==> src/rtl/reg_cmd_ctrl.sv <==
// rtl/reg_cmd_ctrl.sv - command-frame decoder and register-file master
//
// Parses byte frames from the UART RX path and drives the register file:
//   write frame: 0xAA, addr, data  -> one WrEn strobe with Address/WrData
//   read frame : 0xBB, addr        -> one RdEn strobe, waits for RdData_VLD,
//                                     then pushes the read byte to the TX FIFO
// Malformed bytes, bad addresses and read timeouts raise a one-cycle CMD_ERR.
//
// Ports:
//   CLK, RST              clock, asynchronous active-high reset
//   RX_P_DATA, RX_D_VLD   received byte and its one-cycle valid pulse
//   RdData, RdData_VLD    read data returned by the register file
//   FIFO_FULL             TX FIFO back-pressure
//   WrEn, RdEn            one-cycle register-file strobes
//   Address, WrData       register-file address / write data (held)
//   TX_P_DATA, TX_D_VLD   byte pushed to the TX FIFO and its push pulse
//   CMD_ERR               one-cycle error pulse
//
// Optional feature macro: REG_CMD_WR_ACK_EN
//   When defined, every completed write is acknowledged by pushing 0x5A to
//   the TX FIFO from an extra WR_ACK state.

module reg_cmd_ctrl #(
    parameter int WIDTH      = 8,
    parameter int ADDR       = 4,
    parameter int RD_TIMEOUT = 4
) (
    input  logic             CLK,
    input  logic             RST,
    input  logic [WIDTH-1:0] RX_P_DATA,
    input  logic             RX_D_VLD,
    input  logic [WIDTH-1:0] RdData,
    input  logic             RdData_VLD,
    input  logic             FIFO_FULL,
    output logic             WrEn,
    output logic             RdEn,
    output logic [ADDR-1:0]  Address,
    output logic [WIDTH-1:0] WrData,
    output logic [WIDTH-1:0] TX_P_DATA,
    output logic             TX_D_VLD,
    output logic             CMD_ERR
);

    localparam logic [WIDTH-1:0] OP_WR   = WIDTH'(8'hAA);
    localparam logic [WIDTH-1:0] OP_RD   = WIDTH'(8'hBB);
    localparam int               CNT_W   = $clog2(RD_TIMEOUT + 1);
    localparam logic [CNT_W-1:0] CNT_MAX = CNT_W'(RD_TIMEOUT);
`ifdef REG_CMD_WR_ACK_EN
    localparam logic [WIDTH-1:0] ACK_BYTE = WIDTH'(8'h5A);
`endif

    typedef enum logic [2:0] {
        IDLE,
        WR_ADDR,
        WR_DATA,
        RD_ADDR,
        RD_WAIT,
        RD_SEND
`ifdef REG_CMD_WR_ACK_EN
        ,
        WR_ACK
`endif
    } state_t;

    state_t           state_q, state_d;
    logic [ADDR-1:0]  wr_addr_q, wr_addr_d;
    logic [WIDTH-1:0] rd_data_q, rd_data_d;
    logic [CNT_W-1:0] cnt_q, cnt_d;
    logic             wr_en_q, wr_en_d;
    logic             rd_en_q, rd_en_d;
    logic [ADDR-1:0]  address_q, address_d;
    logic [WIDTH-1:0] wr_data_q, wr_data_d;
    logic [WIDTH-1:0] tx_data_q, tx_data_d;
    logic             tx_vld_q, tx_vld_d;
    logic             err_q, err_d;
    logic             addr_ok;

    // An address byte is legal only if nothing is set above the ADDR field.
    assign addr_ok = (RX_P_DATA[WIDTH-1:ADDR] == '0);

    always_comb begin
        state_d   = state_q;
        wr_addr_d = wr_addr_q;
        rd_data_d = rd_data_q;
        cnt_d     = cnt_q;
        wr_en_d   = 1'b0;
        rd_en_d   = 1'b0;
        tx_vld_d  = 1'b0;
        err_d     = 1'b0;
        address_d = address_q;
        wr_data_d = wr_data_q;
        tx_data_d = tx_data_q;

        case (state_q)
            IDLE: begin
                if (RX_D_VLD) begin
                    if (RX_P_DATA == OP_WR)      state_d = WR_ADDR;
                    else if (RX_P_DATA == OP_RD) state_d = RD_ADDR;
                    else                         err_d   = 1'b1;
                end
            end
            WR_ADDR: begin
                if (RX_D_VLD) begin
                    if (addr_ok) begin
                        wr_addr_d = RX_P_DATA[ADDR-1:0];
                        state_d   = WR_DATA;
                    end else begin
                        err_d   = 1'b1;
                        state_d = IDLE;
                    end
                end
            end
            WR_DATA: begin
                if (RX_D_VLD) begin
                    wr_en_d   = 1'b1;
                    address_d = wr_addr_q;
                    wr_data_d = RX_P_DATA;
`ifdef REG_CMD_WR_ACK_EN
                    state_d   = WR_ACK;
`else
                    state_d   = IDLE;
`endif
                end
            end
            RD_ADDR: begin
                if (RX_D_VLD) begin
                    if (addr_ok) begin
                        rd_en_d   = 1'b1;
                        address_d = RX_P_DATA[ADDR-1:0];
                        cnt_d     = '0;
                        state_d   = RD_WAIT;
                    end else begin
                        err_d   = 1'b1;
                        state_d = IDLE;
                    end
                end
            end
            RD_WAIT: begin
                // cnt_q counts cycles since the RdEn cycle; data is still
                // accepted in the cycle where cnt_q reaches RD_TIMEOUT.
                if (RdData_VLD) begin
                    rd_data_d = RdData;
                    state_d   = RD_SEND;
                end else if (cnt_q == CNT_MAX) begin
                    err_d   = 1'b1;
                    state_d = IDLE;
                end else begin
                    cnt_d = cnt_q + CNT_W'(1);
                end
                if (RX_D_VLD) err_d = 1'b1;
            end
            RD_SEND: begin
                if (!FIFO_FULL) begin
                    tx_vld_d  = 1'b1;
                    tx_data_d = rd_data_q;
                    state_d   = IDLE;
                end
                if (RX_D_VLD) err_d = 1'b1;
            end
`ifdef REG_CMD_WR_ACK_EN
            WR_ACK: begin
                if (!FIFO_FULL) begin
                    tx_vld_d  = 1'b1;
                    tx_data_d = ACK_BYTE;
                    state_d   = IDLE;
                end
                if (RX_D_VLD) err_d = 1'b1;
            end
`endif
            default: state_d = IDLE;
        endcase
    end

    always_ff @(posedge CLK or posedge RST) begin
        if (RST) begin
            state_q   <= IDLE;
            wr_addr_q <= '0;
            rd_data_q <= '0;
            cnt_q     <= '0;
            wr_en_q   <= 1'b0;
            rd_en_q   <= 1'b0;
            address_q <= '0;
            wr_data_q <= '0;
            tx_data_q <= '0;
            tx_vld_q  <= 1'b0;
            err_q     <= 1'b0;
        end else begin
            state_q   <= state_d;
            wr_addr_q <= wr_addr_d;
            rd_data_q <= rd_data_d;
            cnt_q     <= cnt_d;
            wr_en_q   <= wr_en_d;
            rd_en_q   <= rd_en_d;
            address_q <= address_d;
            wr_data_q <= wr_data_d;
            tx_data_q <= tx_data_d;
            tx_vld_q  <= tx_vld_d;
            err_q     <= err_d;
        end
    end

    assign WrEn      = wr_en_q;
    assign RdEn      = rd_en_q;
    assign Address   = address_q;
    assign WrData    = wr_data_q;
    assign TX_P_DATA = tx_data_q;
    assign TX_D_VLD  = tx_vld_q;
    assign CMD_ERR   = err_q;

endmodule

==> config.mk <==
export PLATFORM = sky130hd
export DESIGN_NAME = reg_cmd_ctrl
export DESIGN_NICKNAME = d
export VERILOG_FILES = /design/src/rtl/reg_cmd_ctrl.sv
export SDC_FILE = /design/constraint.sdc
export NUM_CORES = 1
export LEC_CHECK = 0
export ABC_AREA = 1
export CORE_MARGIN = 5
export CORE_UTILIZATION = 25
export CTS_BUF_LIST = sky130_fd_sc_hd__clkbuf_8
export DETAILED_ROUTE_END_ITERATION = 10
export GPL_TIMING_DRIVEN = 0
export PLACE_DENSITY = 0.54
export SYNTH_ARGS = -nofsm -noshare
export SYNTH_HDL_FRONTEND = slang
export SYNTH_SLANG_ARGS = --single-unit
export TNS_END_PERCENT = 10
==> constraint.sdc <==
create_clock -name CLK -period 1.68 [get_ports CLK]
set_input_delay 0.252 -clock CLK [delete_from_list [all_inputs] [get_ports CLK]]
set_output_delay 0.252 -clock CLK [all_outputs]
set_load 0.005 [all_outputs]
==> run_results.csv <==
group,metric,value,unit
yosys,dominantRegCellSynth,"dfrtp_1",
clock_network,numCtsBuffers,5,
route,first_iter_violations,81,
critical_path,path_max_fanout,10,
critical_path,worst-endpoint-required,1.92,ns
layout,drive_above_1_share,0.09667,
worst_hold_path,holdCritPathClass,"in -> reg",
global_routing,track_usage,0.09730,
sta,hold_slack,0.3021,ns
clock_network,cts_tree,"done",
floorplanning,die_area,9775,um^2
route,route.detailed.drc,0,
floorplanning,row_count,32,
yosys,synthTopCellsByCount,"112 x nand2_1, 42 x dfrtp_1, 21 x inv_1",
yosys,netlist.area_leader.share,0.5323,
route,drt-vias-per-instance,4.102,
critical_path,arrival,1.70,ns
yosys,syn_inst,248,
clock_network,cts_resized,0,
sta,rsz0062_at_grt,"no",
placed_design,dp_slack,0.01185,ns
clock_network,cts_root_buf,"clkbuf_8",
layout,nNetsFinal,322,
clock_network,clock_sinks,42,
power_and_ir_drop,power_density,1143,nW/um^2
global_routing,grt_pass1_wl,7590,um
sta,skew,0.003661,ns
clock_network,cts_setup_buffers,0,
layout,fin_cells,402,
critical_path,cp_slowest_cell,"dfrtp_1",
yosys,synth_area_leader_cell,"dfrtp_1",
global_routing,overflow,0,
yosys,syn_nets,271,
clock_network,insertion_delay,0.29,ns
critical_path,start_kind,"register",
floorplanning,io_pins,45,
sta,worst_slew_pin_slew,0.4986,ns
sta,post-route-period-util,0.8724,
yosys,yosysMostFrequentCell,"nand2_1",
yosys,synth.distinct_cells,22,
global_routing,grt_pass1_vias,1602,
sta,finalHoldViolations,0,
floorplanning,die_h,98.87,um
layout,diodes,0,
placed_design,port_buffers,43,
power_and_ir_drop,ir_worst_vdd,279.3,uV
yosys,netlist_area,1974,um^2
sta,tns,0,ns
sta,max_freq,0.6823,GHz
route,routedWlPerCell,10.99,um
floorplanning,initial_core_util,0.2555,
job,cap_violations,0,
yosys,synth_seq_area_share,0.5323,
critical_path,path_class,"reg -> reg",
placed_design,dp_hpwl,3360,um
clock_network,cts_hold_buffers,0,
critical_path,cpMostUsedCell,"nand2_1",
route,final_antenna_net_count,0,
critical_path,path_cells,"inv_2, nand2_4, nor2_4, nand2_2, buf_2, nand2_1, nand3_1, nand2_1",
sta,fin_crit,1.466,ns
yosys,yosysWarnings,0,
yosys,synth_edf_count,0,
clock_network,htree_levels,2,
sta,max_slew_margin,0.6671,
floorplanning,core_area,7727,um^2
route,num_vias,1649,
critical_path,slowest_delay,0.42,ns
power_and_ir_drop,power.leakage,0.001359,uW
clock_network,clock_path_buffers,2,
global_routing,antenna_found_initial,0,
sta,slew_violations,0,
outcome,status,"finished clean",
yosys,netlist_top_cells_area,"dfrtp_1 53%, nand2_1 21%, nand3_1 4.6%",
layout,filler_cell_count,822,
layout,areaGrowthSynthToFinish,34.47,%
sta,setup_slack,0.2144,ns
power_and_ir_drop,power,3034,uW
yosys,synth-seq-cells,42,
yosys,avgSynthCellArea,7.961,um^2
critical_path,endpoint_kind,"register",
route,wl,4419,um
route,first_pass_iters,4,
floorplanning,die-width,98.87,um
sta,setup-violations-final,0,
global_routing,grt_start_max_net_pins,23,
yosys,synthArstFlopShare,1.000,
placed_design,dp.cells,394,
clock_network,path_clk_slew,0.08,ns
placed_design,place.gp.congestion,0.8059,
[area by class of cell]
type | instances | area, um^2 | share of cell area
plain buffers | 5 | 31.28 | 0.01178
clock buffers | 6 | 82.58 | 0.03110
clock inverters | 2 | 12.51 | 0.004713
inverters | 25 | 106.4 | 0.04006
multi-input cells | 176 | 785.8 | 0.2959
flip-flops and latches | 42 | 1051 | 0.3959
well taps | 102 | 127.6 | 0.04807
repair buffers | 44 | 457.9 | 0.1725
[cells by family after synthesis]
kind of cell | synth area share
adders and majority gates | 0.01267
and+or+nand+nor | 0.3321
buffers and inverters | 0.06971
xor gates and xnor gates | 0.004437
AOI/OAI and AO/OA | 0.04880
DFF | 0.5323
[critical path: cells and delay by family (launching register included)]
family                 cells  cell delay, ns
and+or+nand+nor            6            0.62
DFF                        1            0.42
buffers and inverters      2            0.36
[per-stage QoR]
step	instance area, um^2	util
final	2655	0.3436
after global routing	2655	0.3436
after CTS	2655	0.3436
after detailed placement	2560	0.3313
after global placement	2532	0.3277
after floorplan	1974	-
[final timing paths]
path / startpoint / endpoint / slack [ns] / cells after the start
setup reg to reg: state_q[1] / state_q[2] / 0.21 / 8
min in group asynchronous: RST / TX_P_DATA[4] / 0.31 / 2
hold reg to reg: rd_data_q[1] / TX_P_DATA[1] / 0.47 / 2
max in group asynchronous: RST / RdEn / 0.90 / 3
hold / removal: RdData_VLD / rd_data_q[4] / 0.30 / 3
setup / recovery: state_q[1] / state_q[2] / 0.21 / 8
[per-layer routing]
metal / up-vias / GRT usage / share of wire
met5: - / 0 / 0
met4: 0 / 0.04097 / 0.014
met3: 5 / 0.02619 / 0.044
met2: 24 / 0.1601 / 0.50
met1: 748 / 0.1198 / 0.44
li1: 872 / - / -
[cell usage in the layout, fill, tap and decap left out, drive strengths merged]
master         count
nand3             20
ha                 2
clkinvlp           1
buf                6
dfrtp             42
xor2               1
or2                1
clkdlybuf4s50     43
inv               24
clkbuf             6
o21ai             18
nor4               1
nand2            115
nor2              16
a31oi              1
clkinv             2
nand4              1
[where the power goes]
| group | total, uW | internal (uW) | switching (uW) |
|---|---|---|---|
| Clock | 675 | 330 | 345 |
| Sequential | 1420 | 1260 | 161 |
| Combinational | 937 | 464 | 473 |
| Total | 3030 | 2050 | 979 |
[flip-flops by register name, summed over array words and instances, names as in the netlist, 3 cells and up]
| signal | count |
|---|---|
| Address | 4 |
| TX_P_DATA | 8 |
| WrData | 8 |
| cnt_q | 3 |
| rd_data_q | 8 |
| state_q | 3 |
| wr_addr_q | 4 |
Note: power is estimated with default switching activity, not from simulation.
==> edit (config.mk and constraints unchanged) <==
`wr_addr_q`, `rd_data_q`, `address_q`, `wr_data_q` and `tx_data_q` no longer have a reset.
--- a/src/rtl/reg_cmd_ctrl.sv
+++ b/src/rtl/reg_cmd_ctrl.sv
@@ -174,29 +174,27 @@
     always_ff @(posedge CLK or posedge RST) begin
         if (RST) begin
             state_q   <= IDLE;
-            wr_addr_q <= '0;
-            rd_data_q <= '0;
             cnt_q     <= '0;
             wr_en_q   <= 1'b0;
             rd_en_q   <= 1'b0;
-            address_q <= '0;
-            wr_data_q <= '0;
-            tx_data_q <= '0;
             tx_vld_q  <= 1'b0;
             err_q     <= 1'b0;
         end else begin
             state_q   <= state_d;
-            wr_addr_q <= wr_addr_d;
-            rd_data_q <= rd_data_d;
             cnt_q     <= cnt_d;
             wr_en_q   <= wr_en_d;
             rd_en_q   <= rd_en_d;
-            address_q <= address_d;
-            wr_data_q <= wr_data_d;
-            tx_data_q <= tx_data_d;
             tx_vld_q  <= tx_vld_d;
             err_q     <= err_d;
         end
+    end
+
+    always_ff @(posedge CLK) begin
+        wr_addr_q <= wr_addr_d;
+        rd_data_q <= rd_data_d;
+        address_q <= address_d;
+        wr_data_q <= wr_data_d;
+        tx_data_q <= tx_data_d;
     end
 
     assign WrEn      = wr_en_q;
Function: differs if RST is asserted again (counterexample within 4 cycles, from zero or initial values and one cycle with RST high); with RST held inactive, the same outputs for 10 cycles.
==> edit against the original RTL <==
  * Synthesized area shrank 13%
  * Fmax shrank 5.0%
  * Via count shrank 30%
  * Worst setup slack lost 0.077 ns
  * Sequential cell count is the same
  * Design area shrank 8.6%
  * Final cell count shrank 30%
  * Routed wire length shrank 26%
  * Critical path type unchanged
Power is not compared: it rests on default switching activity, and its combinational part moved more than twofold at a synthesized area within 25%.
==> edit: results <==
[synthesis]
synthArstFlopShare_pct = 23.81
ys_seq_area_share_pct = 70.40
synth_nets = 173
synthTopCellsByArea = "edfxtp_1, dfrtp_1, nand2_1, inv_1, nor2_1"
synth_edf_count = 32
ys_types = 24
netlist_top_cells_count = "nand2_1, edfxtp_1, inv_1"
synth_ff_type = "edfxtp_1"

[layout]
n_sequential_cell = 42
final_nets = 224
multi_input_area_um2 = 441.7
clockNetworkAreaShare_pct = 5.670
multi_input_cells = 86
fill_cells = 672
n_all_buffers = 46
final_layout_size_suffix_gt1_share_pct = 11.39
seq_share_pct = 49.90
bufAreaShareNonClock_pct = 18.92
n_all_inverters = 20

[timing]
finClkSkew_ns = 0.007813
tightest_slew_ns = 0.6123

[placement]
place_congestion = 0.8188
hpwl_mm = 2.495
portBuffers = 44

[global_route]
grt_pass1_wl_mm = 5.181
grt_max_degree = 15
gr-usage-all-layers_pct = 7.923

[critical_path]
rr_startpoint = "state_q[2]"
slowest_delay_ns = 0.38
worstPathArrival_ns = 1.52
crit_family = "buffers and inverters"

[route]
first_iter_violations = 23
vias = 1147
routedWlPerCell_um = 11.57

[run_status]
outcome = "finished clean"

[clock_tree]
clk_latency_ns = 0.29
path_clk_slew_ns = 0.08
cts_resized = 2

[worst_hold_path]
min_path_type = "primary input to async pin"
-- edit: worst paths after layout --
path | to | slack (ns) | depth (start not counted)
setup / recovery | Address[2] | 0.14 | 5
hold / removal | state_q[1] | 0.25 | 2
setup reg to reg | Address[2] | 0.14 | 5
hold reg to reg | TX_P_DATA[2] | 0.42 | 0
max in group asynchronous | state_q[0] | 1.13 | 2
min in group CLK | TX_P_DATA[2] | 0.42 | 0
-- edit: kinds of logic (layout without fill, tap and decap cells) --
| group | after synthesis | after routing | synth area share [%] |
|---|---|---|---|
| AOI/OAI and AO/OA | 12 | 12 | 4.218 |
| xor gates and xnor gates | 1 | 1 | 0.5092 |
| adders and majority gates | 2 | 2 | 1.454 |
| buffers and inverters | 22 | 74 | 5.600 |
| DFF | 42 | 42 | 70.40 |
| and+or+nand+nor | 71 | 71 | 17.82 |
-- edit: per-stage QoR --
step                instance area, um2  setup WS (ns)  hold slack (ns)  instances
CTS                               2416       0.001351           0.2540        282
finish                            2427         0.1375           0.2457        282
detailed placement                2267        -0.3287           0.4045        274
global route                      2427        0.02646           0.2647        282
global placement                  2267        -0.3036           0.4004        274
floorplan                         1727         0.1660          0.09218        150
-- edit: power groups by stage --
stage	clock network, mW	logic, mW	registers (mW)
floorplan	0	0.227	1.28
global placement	0	0.414	1.28
detailed placement	0	0.414	1.28
CTS	0.974	0.424	1.26
global route	1.02	0.488	1.27
finish	0.939	0.425	1.26
-- edit: per-layer routing --
metal | up-vias | share of wire [%] | track usage (%)
met5 | - | 0 | 0
met2 | 28 | 50 | 13.14
li1 | 597 | - | -
met3 | 3 | 6.5 | 3.737
met4 | 0 | 1.1 | 3.297
met1 | 519 | 42 | 8.682
